### config.mk
export PLATFORM = sky130hd
export DESIGN_NAME = led_pattern_sequencer
export DESIGN_NICKNAME = d
export VERILOG_FILES = /design/src/rtl/led_pkg.sv /design/src/rtl/led_debounce.sv /design/src/rtl/led_pattern_sequencer.sv
export SDC_FILE = /design/constraint.sdc
export NUM_CORES = 1
export LEC_CHECK = 0
export CORE_MARGIN = 2
export CORE_UTILIZATION = 64
export CTS_CLUSTER_SIZE = 30
export DETAILED_ROUTE_END_ITERATION = 7
export PLACE_DENSITY_LB_ADDON = 0.05
export SLEW_MARGIN = 20
export SYNTH_ARGS = -nofsm -noshare
export SYNTH_HDL_FRONTEND = slang
export SYNTH_SLANG_ARGS = --single-unit
### constraint.sdc
create_clock -name CLK_12MHz -period 4.1 [get_ports CLK_12MHz]
set_input_delay 1.025 -clock CLK_12MHz [delete_from_list [all_inputs] [get_ports CLK_12MHz]]
set_output_delay 1.025 -clock CLK_12MHz [all_outputs]
set_load 0.1 [all_outputs]
### src/rtl/led_pkg.sv
// Shared definitions for the LED pattern sequencer.
// Mode codes match the value driven on the MODE output, so any status or
// display block can decode MODE by importing this package. Each mode has a
// seed LED value that is loaded when the mode is entered.
package led_pkg;

    typedef enum logic [1:0] {
        MODE_WALK   = 2'd0,
        MODE_BOUNCE = 2'd1,
        MODE_BLINK  = 2'd2,
        MODE_FILL   = 2'd3
    } mode_e;

    localparam logic [7:0] SEED_WALK   = 8'h01;
    localparam logic [7:0] SEED_BOUNCE = 8'h01;
    localparam logic [7:0] SEED_BLINK  = 8'hFF;
    localparam logic [7:0] SEED_FILL   = 8'h00;

    // Button-driven mode order: WALK -> BOUNCE -> BLINK -> FILL -> WALK
    function automatic mode_e next_mode(input mode_e m);
        case (m)
            MODE_WALK:   next_mode = MODE_BOUNCE;
            MODE_BOUNCE: next_mode = MODE_BLINK;
            MODE_BLINK:  next_mode = MODE_FILL;
            default:     next_mode = MODE_WALK;
        endcase
    endfunction

    function automatic logic [7:0] mode_seed(input mode_e m);
        case (m)
            MODE_WALK:   mode_seed = SEED_WALK;
            MODE_BOUNCE: mode_seed = SEED_BOUNCE;
            MODE_BLINK:  mode_seed = SEED_BLINK;
            default:     mode_seed = SEED_FILL;
        endcase
    endfunction

endpackage

### src/rtl/led_debounce.sv
// Pushbutton conditioner: two-flop synchroniser, stable-sample counter,
// debounced level and a one-cycle pulse on the debounced press (1->0) edge.
// Ports:
//   i_clk    in  1  clock
//   i_rst_n  in  1  asynchronous active-low reset
//   i_btn_n  in  1  raw active-low button, asynchronous to i_clk
//   o_press  out 1  registered one-cycle pulse per accepted press
module led_debounce #(
    parameter int DEB_CYCLES = 120000
) (
    input  logic i_clk,
    input  logic i_rst_n,
    input  logic i_btn_n,
    output logic o_press
);

    localparam int DCW = $clog2(DEB_CYCLES);
    localparam logic [DCW-1:0] CNT_LAST = DCW'(DEB_CYCLES - 1);

    logic           r_sync1;
    logic           r_sync2;
    logic           r_level;
    logic           r_press;
    logic [DCW-1:0] r_cnt;

    logic w_mismatch;
    logic w_accept;

    // The counter only advances while the synced input disagrees with the
    // accepted level; any agreeing sample restarts the stability window.
    assign w_mismatch = (r_sync2 != r_level);
    assign w_accept   = w_mismatch && (r_cnt == CNT_LAST);

    always_ff @(posedge i_clk or negedge i_rst_n) begin
        if (!i_rst_n) begin
            r_sync1 <= 1'b1;
            r_sync2 <= 1'b1;
            r_level <= 1'b1;
            r_cnt   <= '0;
            r_press <= 1'b0;
        end else begin
            r_sync1 <= i_btn_n;
            r_sync2 <= r_sync1;
            if (w_accept) begin
                r_level <= r_sync2;
                r_cnt   <= '0;
            end else if (w_mismatch) begin
                r_cnt <= r_cnt + DCW'(1);
            end else begin
                r_cnt <= '0;
            end
            // Only the accepted transition to "pressed" produces an event
            r_press <= w_accept && !r_sync2;
        end
    end

    assign o_press = r_press;

endmodule

### src/rtl/led_pattern_sequencer.sv
// 8-LED animation controller. A divided tick steps the current animation;
// a debounced button press advances the mode and loads that mode's seed;
// a synchronised pause switch freezes LEDs, bounce direction and tick counter.
// Ports:
//   CLK_12MHz   in  1  clock
//   RST_N       in  1  asynchronous active-low reset
//   MODE_BTN_N  in  1  raw active-low mode button
//   PAUSE_N     in  1  pause switch, low = paused
//   LED         out 8  registered LED drive, 1 = lit
//   MODE        out 2  registered current mode (led_pkg::mode_e encoding)
module led_pattern_sequencer
    import led_pkg::*;
#(
    parameter int TICK_DIV   = 600000,
    parameter int DEB_CYCLES = 120000
) (
    input  logic       CLK_12MHz,
    input  logic       RST_N,
    input  logic       MODE_BTN_N,
    input  logic       PAUSE_N,
    output logic [7:0] LED,
    output logic [1:0] MODE
);

    localparam int TCW = $clog2(TICK_DIV);
    localparam logic [TCW-1:0] TICK_LAST = TCW'(TICK_DIV - 1);

    logic           r_pause_s1;
    logic           r_pause_s2;
    logic [TCW-1:0] r_tick_cnt;
    mode_e          r_mode;
    logic [7:0]     r_led;
    logic           r_dir_left;

    logic           w_press;
    logic           w_tick;
    logic           w_paused;
    logic           w_bounce_left;
    logic [TCW-1:0] w_tick_cnt_next;
    mode_e          w_mode_next;
    logic [7:0]     w_led_next;
    logic           w_dir_next;

    led_debounce #(
        .DEB_CYCLES (DEB_CYCLES)
    ) u_debounce (
        .i_clk   (CLK_12MHz),
        .i_rst_n (RST_N),
        .i_btn_n (MODE_BTN_N),
        .o_press (w_press)
    );

    assign w_paused = !r_pause_s2;
    assign w_tick   = (r_tick_cnt == TICK_LAST);

    // Bounce reverses at the end LEDs: the end value itself decides the new
    // direction, so 80 steps to 40 and 01 steps to 02 in the same tick.
    always_comb begin
        w_bounce_left = r_dir_left;
        if (r_led == 8'h80) begin
            w_bounce_left = 1'b0;
        end else if (r_led == 8'h01) begin
            w_bounce_left = 1'b1;
        end
    end

    always_comb begin
        w_mode_next     = r_mode;
        w_led_next      = r_led;
        w_dir_next      = r_dir_left;
        w_tick_cnt_next = r_tick_cnt;

        if (w_press) begin
            // Press overrides a coincident tick and restarts the step period
            w_mode_next     = next_mode(r_mode);
            w_led_next      = mode_seed(next_mode(r_mode));
            w_dir_next      = 1'b1;
            w_tick_cnt_next = '0;
        end else if (!w_paused) begin
            if (w_tick) begin
                w_tick_cnt_next = '0;
                case (r_mode)
                    MODE_WALK: begin
                        w_led_next = {r_led[6:0], r_led[7]};
                    end
                    MODE_BOUNCE: begin
                        w_dir_next = w_bounce_left;
                        w_led_next = w_bounce_left ? {r_led[6:0], 1'b0}
                                                   : {1'b0, r_led[7:1]};
                    end
                    MODE_BLINK: begin
                        w_led_next = ~r_led;
                    end
                    default: begin
                        // Johnson counter: fills with ones, then drains
                        w_led_next = {r_led[6:0], ~r_led[7]};
                    end
                endcase
            end else begin
                w_tick_cnt_next = r_tick_cnt + TCW'(1);
            end
        end
    end

    always_ff @(posedge CLK_12MHz or negedge RST_N) begin
        if (!RST_N) begin
            r_pause_s1 <= 1'b1;
            r_pause_s2 <= 1'b1;
            r_tick_cnt <= '0;
            r_mode     <= MODE_WALK;
            r_led      <= SEED_WALK;
            r_dir_left <= 1'b1;
        end else begin
            r_pause_s1 <= PAUSE_N;
            r_pause_s2 <= r_pause_s1;
            r_tick_cnt <= w_tick_cnt_next;
            r_mode     <= w_mode_next;
            r_led      <= w_led_next;
            r_dir_left <= w_dir_next;
        end
    end

    assign LED  = r_led;
    assign MODE = r_mode;

endmodule

* Yosys cells after proc, flatten, opt, wreduce, memory -nomap -nowiden *
Index checks and enable logic that the tools add are counted.

storage, ports and cells
  word-level logic and storage cells = 54
  flip-flop bits (word level) = 54

operators by class
  add/sub/neg operators = 2
  bitwise logic cells = 2
  eq/ne operators = 9
  muxes and demuxes = 19
  reductions and logical operators = 11

operator list
  operator                                                                number
  20-bit 2-to-1 mux                                                       3
  17-bit 2-to-1 mux                                                       2
  8-bit 2-to-1 mux                                                        4
  8-bit one-hot mux with 3 select lines                                   1
  20-bit by 1-bit adder with 20-bit output (second input constant)        1
  20-bit equality test (second input constant)                            1
  17-bit by 1-bit adder with 17-bit output (second input constant)        1
  17-bit equality test (second input constant)                            1
  8-bit one-hot mux with 2 select lines                                   1
  8-bit by 1-bit equality test with 1-bit output (second input constant)  1
  8-bit equality test (second input constant)                             1
  8-bit inverter                                                          1
  1-bit 2-to-1 mux                                                        6
  2-bit one-hot mux with 3 select lines                                   1
  2-bit nonzero test                                                      3
  2-bit by 1-bit equality test with 1-bit output (second input constant)  2
  2-bit equality test (second input constant)                             2
  2-bit zero test                                                         2
  3-bit AND reduction                                                     1
  1-bit logical AND                                                       2
  2-bit 2-to-1 mux                                                        1
  2-bit AND reduction                                                     1
  2-bit OR reduction                                                      1
  1-bit zero test                                                         1
  2 further kinds                                                         2

* Depth between registers and ports, before layout *
Gate-level depths: netlist of run 1.

  depth in word-level cells = 8
  depth in mapped cells = 8
  depth with buffers taken out = 7

* By module *
Synthesis of run 1 repeated with hierarchy kept, for this count alone.

second synthesis, totals
  cell total of the unflattened synthesis = 303
  area, all modules = 2,936.6 um^2

modules (own cells, without submodules)
  module                 area an instance (um^2)  times used  seq. area each (um^2)  cells each
  led_pattern_sequencer  1,933.1                  1           830.8                  209
  led_debounce           1,003.5                  1           529.3                  94

* Worst setup path after synthesis of run 1 *
Ideal clock, no wire load.

  path type = reg-to-reg
  start point = reg r_mode[0] (netlist: MODE[0])
  end point = reg r_led[2] (netlist: LED[2])
  arrival time = 2.352 ns
  setup time = 0.134 ns
  stages on the path, launching flop included = 9
  setup slack = 1.614 ns
  path buffers = 1
  cells stage by stage = dfrtp_1 -> inv_1 -> ha_1 -> or2_2 -> clkbuf_1 -> a21oi_1 -> o22ai_1 -> a311oi_1 -> o31ai_1

on the way
  word-level cells in the longest chain between the ends = 7
  elaborated cells on any way between the ends = 14
  those cells by class = 4 x eq/ne; 7 x mux; 3 x reduce/logical

ends and longest elaborated chain
  what                                                                               line                                        source
  start, declared                                                                    led_pattern_sequencer.sv:31                 mode_e r_mode;
  start signal, assigned                                                             led_pattern_sequencer.sv:117                r_mode <= w_mode_next;
  2-bit equality test (tied with other cells)                                        led_pkg.sv:21, led_pattern_sequencer.sv:82
  2-bit one-hot mux with 3 select lines                                              led_pkg.sv:21                               case (m)
  2-bit 2-to-1 mux                                                                   led_pattern_sequencer.sv:73                 if (w_press) begin
  2-bit by 1-bit equality test with 1-bit output or 2-bit zero test (tied branches)  led_pkg.sv:30                               case (m)
  2-bit OR reduction (no source line)                                                -
  8-bit one-hot mux with 2 select lines                                              led_pkg.sv:30
  8-bit 2-to-1 mux *                                                                 led_pattern_sequencer.sv:73
  end signal, assigned                                                               led_pattern_sequencer.sv:118                r_led <= w_led_next;
  end, declared                                                                      led_pattern_sequencer.sv:32                 logic [7:0] r_led;

Mark *: on every way between the ends. The rest lies on a longest branch, timed or not. The select of a mux whose other input is x is not followed.
A chain may end at the register's enable or synchronous reset.

* Worst setup path after layout of run 1 *
  start point = reg r_led[0] (netlist: LED[0])
  end point = out LED[0]

RTL lines
  what           line                         source
  end, declared  led_pattern_sequencer.sv:21  output logic [7:0] LED,

No word-level cell between the ends.

==> results.md, run 1 <==
- Avg Synthesized Cell Area: about 9.5 um2
- Share of cells above drive strength 1: 10.79%
- Largest net degree at the start of global routing: 37
- CTS tree: done
- Top_reg_cell synth: dfrtp_1
- VDD IR max: ~0.26 mV
- Worst stage delay on the critical path: 1.15 ns
- Number of port buffers: 13
- Hold Vio Cnt, Final: 0
- Commonest non-fill, non-tap cell in the layout: nor2_1
- Setup_tns: 0 ns
- PD cells: 307.4 mW/mm2
- Fin crit share: 75.00%
- Crit end category: primary output
- Worst Skew: 0.008060 ns
- CP cell instances: clkdlybuf4s50_1
- Clk pwr share: a little under a third
- Total CTS buffers: 5
- CTS H-Tree Depth: 2
- CP startpoint kind: flip-flop
- Achievable Freq: 0.3252 GHz
- Grt ovf: 0
- Most frequent cells in the layout: nor2_1, dfrtp_1, nand2_1, nand3_1, xor2_1
- Lkg Pwr: 1.307 nW
- CTS root buf: clkbuf_8
- Critical path type: flip-flop to primary output
- CP delay by family, top: buffers and inverters
- Die height: 71.16 um
- DR WL/cell: 15.14 um
- Synth warnings: 0
- Vias in the first global route: 2173
- Mapped Area: 0.002887 mm2
- Post-route minimum period: 3.075 ns
- Final WL: 5.555 mm
- Buf/Inv on CP: 1
- Run status: finished clean
- # clock sinks: 54
- #FFs+latches synth: between 50 and 60
- Unrepaired setup endpoints after global routing: no
- Dpl cells: 359
- Placer congestion estimate: 0.9457
- Async set-or-reset flop fraction in the synthesized netlist: 100.0%
- Finish-stage setup viols: 0
- Syn nets: 313
- Width of the die: 71.16 um
- Internal power: slightly above 700 uW
- GRT Overall Usage: 23.99%
- Net switching power figure: 239.2 uW
- Die area: 0.005063 mm2
- Share of power burned in combinational logic: 6.7%
- FP Rows: 24
- Final ANT Viol Nets: 0
- Sequential cell fraction of total power: 61.7%
- Crit path arrival time: roughly 2.1 ns
- Initial Util: between 60% and 70%
- First-pass GRT wire length: 9.784 mm
- Crit Path Max Fanout: 7
- Worst Max-Slew Pin Slew: 0.9755 ns
- Crit-path slowest cell: clkdlybuf4s50_1
- Worst skew pair latency: ~0.30 ns
- Worst hold path type: flip-flop to flip-flop
- Slew headroom: 34.76%
- Area Growth Syn to Fin: 8.452%
- Switching portion of total power: 24.86%
- Syn Inst Count: 303
- TritonRoute pass-1 iters: 4
- Initial drt markers: 174
- HPWL after DPL: 4.025 mm
- Vias per cell: between 6 and 7
- Initial antenna violation count: 0
- Core ar.: around 0.0044 mm2
- Fin nets: between 300 and 400
- Synth cell types: 50
- CTS max path bufs: 2
- Max Cap Violations: 0
- Post-synth EDFFs: 0
- Final core occ: a little over 70%
- CP required: 3.07 ns
- Vias: 2236
- Slew Limit Fails: 0
- Reg clk slew, reported paths: 0.09 ns
- WHS: 0.3622 ns
- Post-synthesis sequential area ratio: approximately 47%
- Cell Count, Final, Fillers Out: around 370
- Post-cts hold buffer count: 0
- N_diodes: 0
- Total setup buffers inserted after CTS: 0
- Post-CTS Resized: 0
- Top Ports: 14
- Drt drc: 0
-- final cells by class --
class	count	area (um2)
multi-input combinational	224	1421
tap	52	65.06
sequential	54	1360
clock inverter	2	12.51
inverter	15	56.30
timing repair buffer	14	132.6
clock buffer	6	82.58
fill	358	1224
-- flip-flops by register name, indices dropped and copies added, names as in the netlist, 2 cells and up --
| signal | cells |
|---|---|
| u_debounce.r_cnt | 17 |
| LED | 8 |
| r_tick_cnt | 20 |
| MODE | 2 |
-- synth_stat cells, types with 5 or more instances --
| cell | n | area (um2) |
|---|---|---|
| clkbuf_1 | 5 | 18.77 |
| nand3_1 | 19 | 95.09 |
| dfstp_2 | 7 | 183.9 |
| dfrtp_1 | 47 | 1176 |
| nor3_1 | 10 | 50.05 |
| a21oi_1 | 7 | 35.03 |
| ha_1 | 6 | 75.07 |
| nand4_1 | 11 | 68.82 |
| nor2_1 | 48 | 180.2 |
| xor2_1 | 19 | 166.4 |
| nor4_1 | 5 | 31.28 |
| xnor2_1 | 12 | 105.1 |
| inv_1 | 14 | 52.55 |
| o21ai_0 | 6 | 30.03 |
| nand2_1 | 26 | 97.59 |
-- power by group through the flow --
stage                     Clock, mW  Combinational (mW)  Sequential, mW
after CTS                     0.314              0.0662           0.594
final                         0.304              0.0646           0.593
after detailed placement          0              0.0649           0.604
after global placement            0              0.0625           0.602
after floorplan                   0              0.0447           0.596
after global routing          0.332              0.0740           0.600
-- per-layer routing --
| layer | global-route usage (%) | vias up | part of all wire [%] |
|---|---|---|---|
| li1 | - | 1096 | - |
| met1 | 31.70 | 1059 | 45 |
| met2 | 39.20 | 70 | 49 |
| met3 | 5.413 | 11 | 4.8 |
| met4 | 8.176 | 0 | 1.7 |
| met5 | 0 | - | 0 |
-- logic make-up (layout without fill, tap and decap cells) --
family / count (synthesis) / in the layout / share of synthesized area (%)
muxes: 2 / 2 / 0.7802
DFF: 54 / 54 / 47.12
and+or+nand+nor: 142 / 142 / 25.44
buffers and inverters: 25 / 37 / 3.641
AOI/OAI and AO/OA: 43 / 43 / 11.01
xor gates and xnor gates: 31 / 31 / 9.406
adders and majority gates: 6 / 6 / 2.601
-- metrics by stage --
step	instance area, um2	setup slack [ns]	power (mW)
3_3_place_gp	3035	1.355	0.6645
3_5_place_dp	3035	1.350	0.6685
6_report	3131	1.025	0.9624
4_1_cts	3131	1.009	0.9739
5_1_grt	3131	0.9778	1.006
2_1_floorplan	2887	1.614	0.6407
-- final timing paths --
path                                                    from                           end  slack (ns)  cells past startpoint
worst max-delay path                      LED[0]$_DFFE_PN1P_                        LED[0]        1.03                      1
worst min-delay path            u_debounce.r_sync1$_DFF_PN1_  u_debounce.r_sync2$_DFF_PN1_        0.36                      0
max in group asynchronous                              RST_N        r_dir_left$_DFFE_PN1P_        2.51                      2
min in group asynchronous                              RST_N     r_tick_cnt[8]$_DFFE_PN0P_        0.79                      1
worst max register to register     r_tick_cnt[0]$_DFFE_PN0P_            LED[4]$_DFFE_PN0P_        1.99                      6
worst min register to register  u_debounce.r_sync1$_DFF_PN1_  u_debounce.r_sync2$_DFF_PN1_        0.36                      0
No activity file was read; power rests on OpenSTA's default activity.
==> run 2: changes to the inputs <==
CORE_UTILIZATION = 54   (was 64)
clock period = 2.7 ns   (was 4.1 ns; I/O delays follow)
==> run 2 against run 1 <==
  * Die area rose by 17%
  * Clock power rose by 54%
  * Wire length rose by 2.2%
  * Cell area rose by 0.52%
  * Critical path depth up 5
  * Cell count rose by 5.2%
  * Critical endpoint is now LED[5]$_DFFE_PN0P_
==> results.md, run 2 (same netlist as run 1, synthesis figures left out) <==
- Run status: finished clean
- Number of port buffers: 13 (unchanged)
- DR WL/cell: 14.71 um (-2.8%)
- Worst slack, placed: 0.6557 ns (-0.6939 ns)
- CP required: 2.91 ns (-0.16 ns)
- Critical path type: flip-flop to flip-flop
- Largest register FFs: 20 (unchanged)
- VDD IR max: 0.2778 mV (+5.6%)
- Finished layout cell area: 0.003147 mm2 (+0.52%)
- Crit end category: flip-flop
- Finish-stage setup viols: 0 (unchanged)
- Slew headroom: 55.79% (+21 points)
- Crit path arrival time: 2.28 ns (+0.23 ns)
- Max Cap Violations: 0 (unchanged)
- Worst Max-Slew Pin Slew: 0.6572 ns (-0.3183 ns)
- Initial Util: 56.16% (-10 points)
- FP Rows: 26 (+8.3%)
- Cell Count, Final, Fillers Out: 386 (+5.2%)
- Dpl cells: 378 (+5.3%)
- Final core occ: 61.22% (-11 points)
- Largest net degree at the start of global routing: 31 (-16%)
- Total setup buffers inserted after CTS: 0 (unchanged)
- CP startpoint kind: flip-flop
- Final WL: 5.678 mm (+2.2%)
- Buf/Inv on CP: 0 (-1)
- Initial drt markers: 155 (-11%)
- Die height: 77.11 um (+8.4%)
- Hold Vio Cnt, Final: 0 (unchanged)
- Post-cts hold buffer count: 0 (unchanged)
- Share of cells above drive strength 1: 14.24% (+3.4 points)
- CTS max path bufs: 2 (unchanged)
- Crit-path slowest cell: and3_1
- TritonRoute pass-1 iters: 5 (+1)
- Commonest non-fill, non-tap cell in the layout: nor2_1
- Worst-case reg-to-reg path depth: 6 (unchanged)
- Vias in the first global route: 2077 (-4.4%)
- Top Ports: 14 (unchanged)
- FF-to-FF setup slack: 0.63 ns (-1.36 ns)
- Vias per cell: 5.782 (-5.1%)
- Crit Path Max Fanout: 9 (+2)
- Reg clk slew, reported paths: 0.10 ns (about the same)
- Fin crit share: 76.69%
- Largest register by flop count: r_tick_cnt
- N_diodes: 0 (unchanged)
- Die area: 0.005946 mm2 (+17%)
- Achievable Freq: between 0.4 and 0.5 GHz
- GRT Overall Usage: 20.63% (-3.4 points)
- Placer congestion estimate: 0.9094 (-3.8%)
- CTS H-Tree Depth: 2 (unchanged)
- HPWL after DPL: 4.066 mm (+1.0%)
- CTS root buf: clkbuf_8
- PD cells: 466.0 mW/mm2 (+52%)
- Worst hold path type: primary input to async pin
- Lkg Pwr: 1.336 nW (+2.2%)
- Post-route minimum period: 2.071 ns
- Worst Skew: 0.004042 ns (-0.004018 ns)
- Critical R2R Capture: LED[5]$_DFFE_PN0P_
- Slew Limit Fails: 0 (unchanged)
- CTS tree: done
- Width of the die: 77.11 um (+8.4%)
- Area after DPL: 0.003053 mm2 (+0.58%)
- Final ANT Viol Nets: 0 (unchanged)
- # clock sinks: 54 (unchanged)
- WHS: 0.3454 ns (-0.01680 ns)
- Vias: 2232 (-0.18%)
- Final worst slack: 0.6294 ns (-0.3958 ns)
- CP delay by family, top: simple AND/OR/NAND/NOR gates
- Total CTS buffers: 5 (unchanged)
- Area Growth Syn to Fin: 9.016%
- First-pass GRT wire length: 9.694 mm (-0.92%)
- Post-CTS Resized: 0 (unchanged)
- Worst skew pair latency: 0.31 ns (about the same)
- Drt drc: 0 (unchanged)
- Worst stage delay on the critical path: 0.44 ns (-0.71 ns)
- RR Startpoint: r_tick_cnt[0]$_DFFE_PN0P_
- Setup_tns: 0 ns (unchanged)
- CP cell instances: ha_1 > nand4_2 > nor4b_2 > and3_1 > nand3_1 > o221a_2
- Core ar.: 0.005140 mm2 (+18%)
- Unrepaired setup endpoints after global routing: no
- Grt ovf: 0 (unchanged)
- Initial antenna violation count: 0 (unchanged)
- Most frequent cells in the layout: nor2_1, dfrtp_1, nand2_1, nand3_1, xor2_1
- Fin nets: 325 (+0.31%)
- Overall power: 1.467 mW (+52%)
-- run 2: how the worst max path moves through the flow --
stage	startpoint	depth (start not counted)	end
after global routing	r_tick_cnt[0]$_DFFE_PN0P_	6	LED[3]$_DFFE_PN0P_
after detailed placement	r_tick_cnt[0]$_DFFE_PN0P_	6	LED[4]$_DFFE_PN0P_
after CTS	r_tick_cnt[0]$_DFFE_PN0P_	6	LED[4]$_DFFE_PN0P_
after global placement	r_tick_cnt[0]$_DFFE_PN0P_	6	LED[5]$_DFFE_PN0P_
final	r_tick_cnt[0]$_DFFE_PN0P_	6	LED[5]$_DFFE_PN0P_
after floorplan	MODE[0]$_DFFE_PN0P_	8	LED[2]$_DFFE_PN0P_
-- run 2: per-layer routing --
| metal | up-vias | track usage [%] | wire length [um] |
|---|---|---|---|
| li1 | 1092 | - | - |
| met1 | 1085 | 27.90 | 2627 |
| met2 | 50 | 32.98 | 2718 |
| met3 | 5 | 4.941 | 267 |
| met4 | 0 | 6.429 | 64 |
| met5 | - | 0 | 0 |
-- run 2: area by class of cell --
| type | instances | area, um2 |
|---|---|---|
| fillers | 484 | 1993 |
| multi-input cells | 224 | 1421 |
| flip-flops and latches | 54 | 1360 |
| repair buffers | 15 | 127.6 |
| well taps | 70 | 87.58 |
| clock buffers | 5 | 68.82 |
| inverters | 15 | 56.30 |
| clock inverters | 3 | 25.02 |
-- run 2: where the power goes --
group | switching [mW] | internal, mW | total (mW)
Sequential | 0.0504 | 0.851 | 0.902
Clock | 0.280 | 0.188 | 0.468
Combinational | 0.0555 | 0.0415 | 0.0971
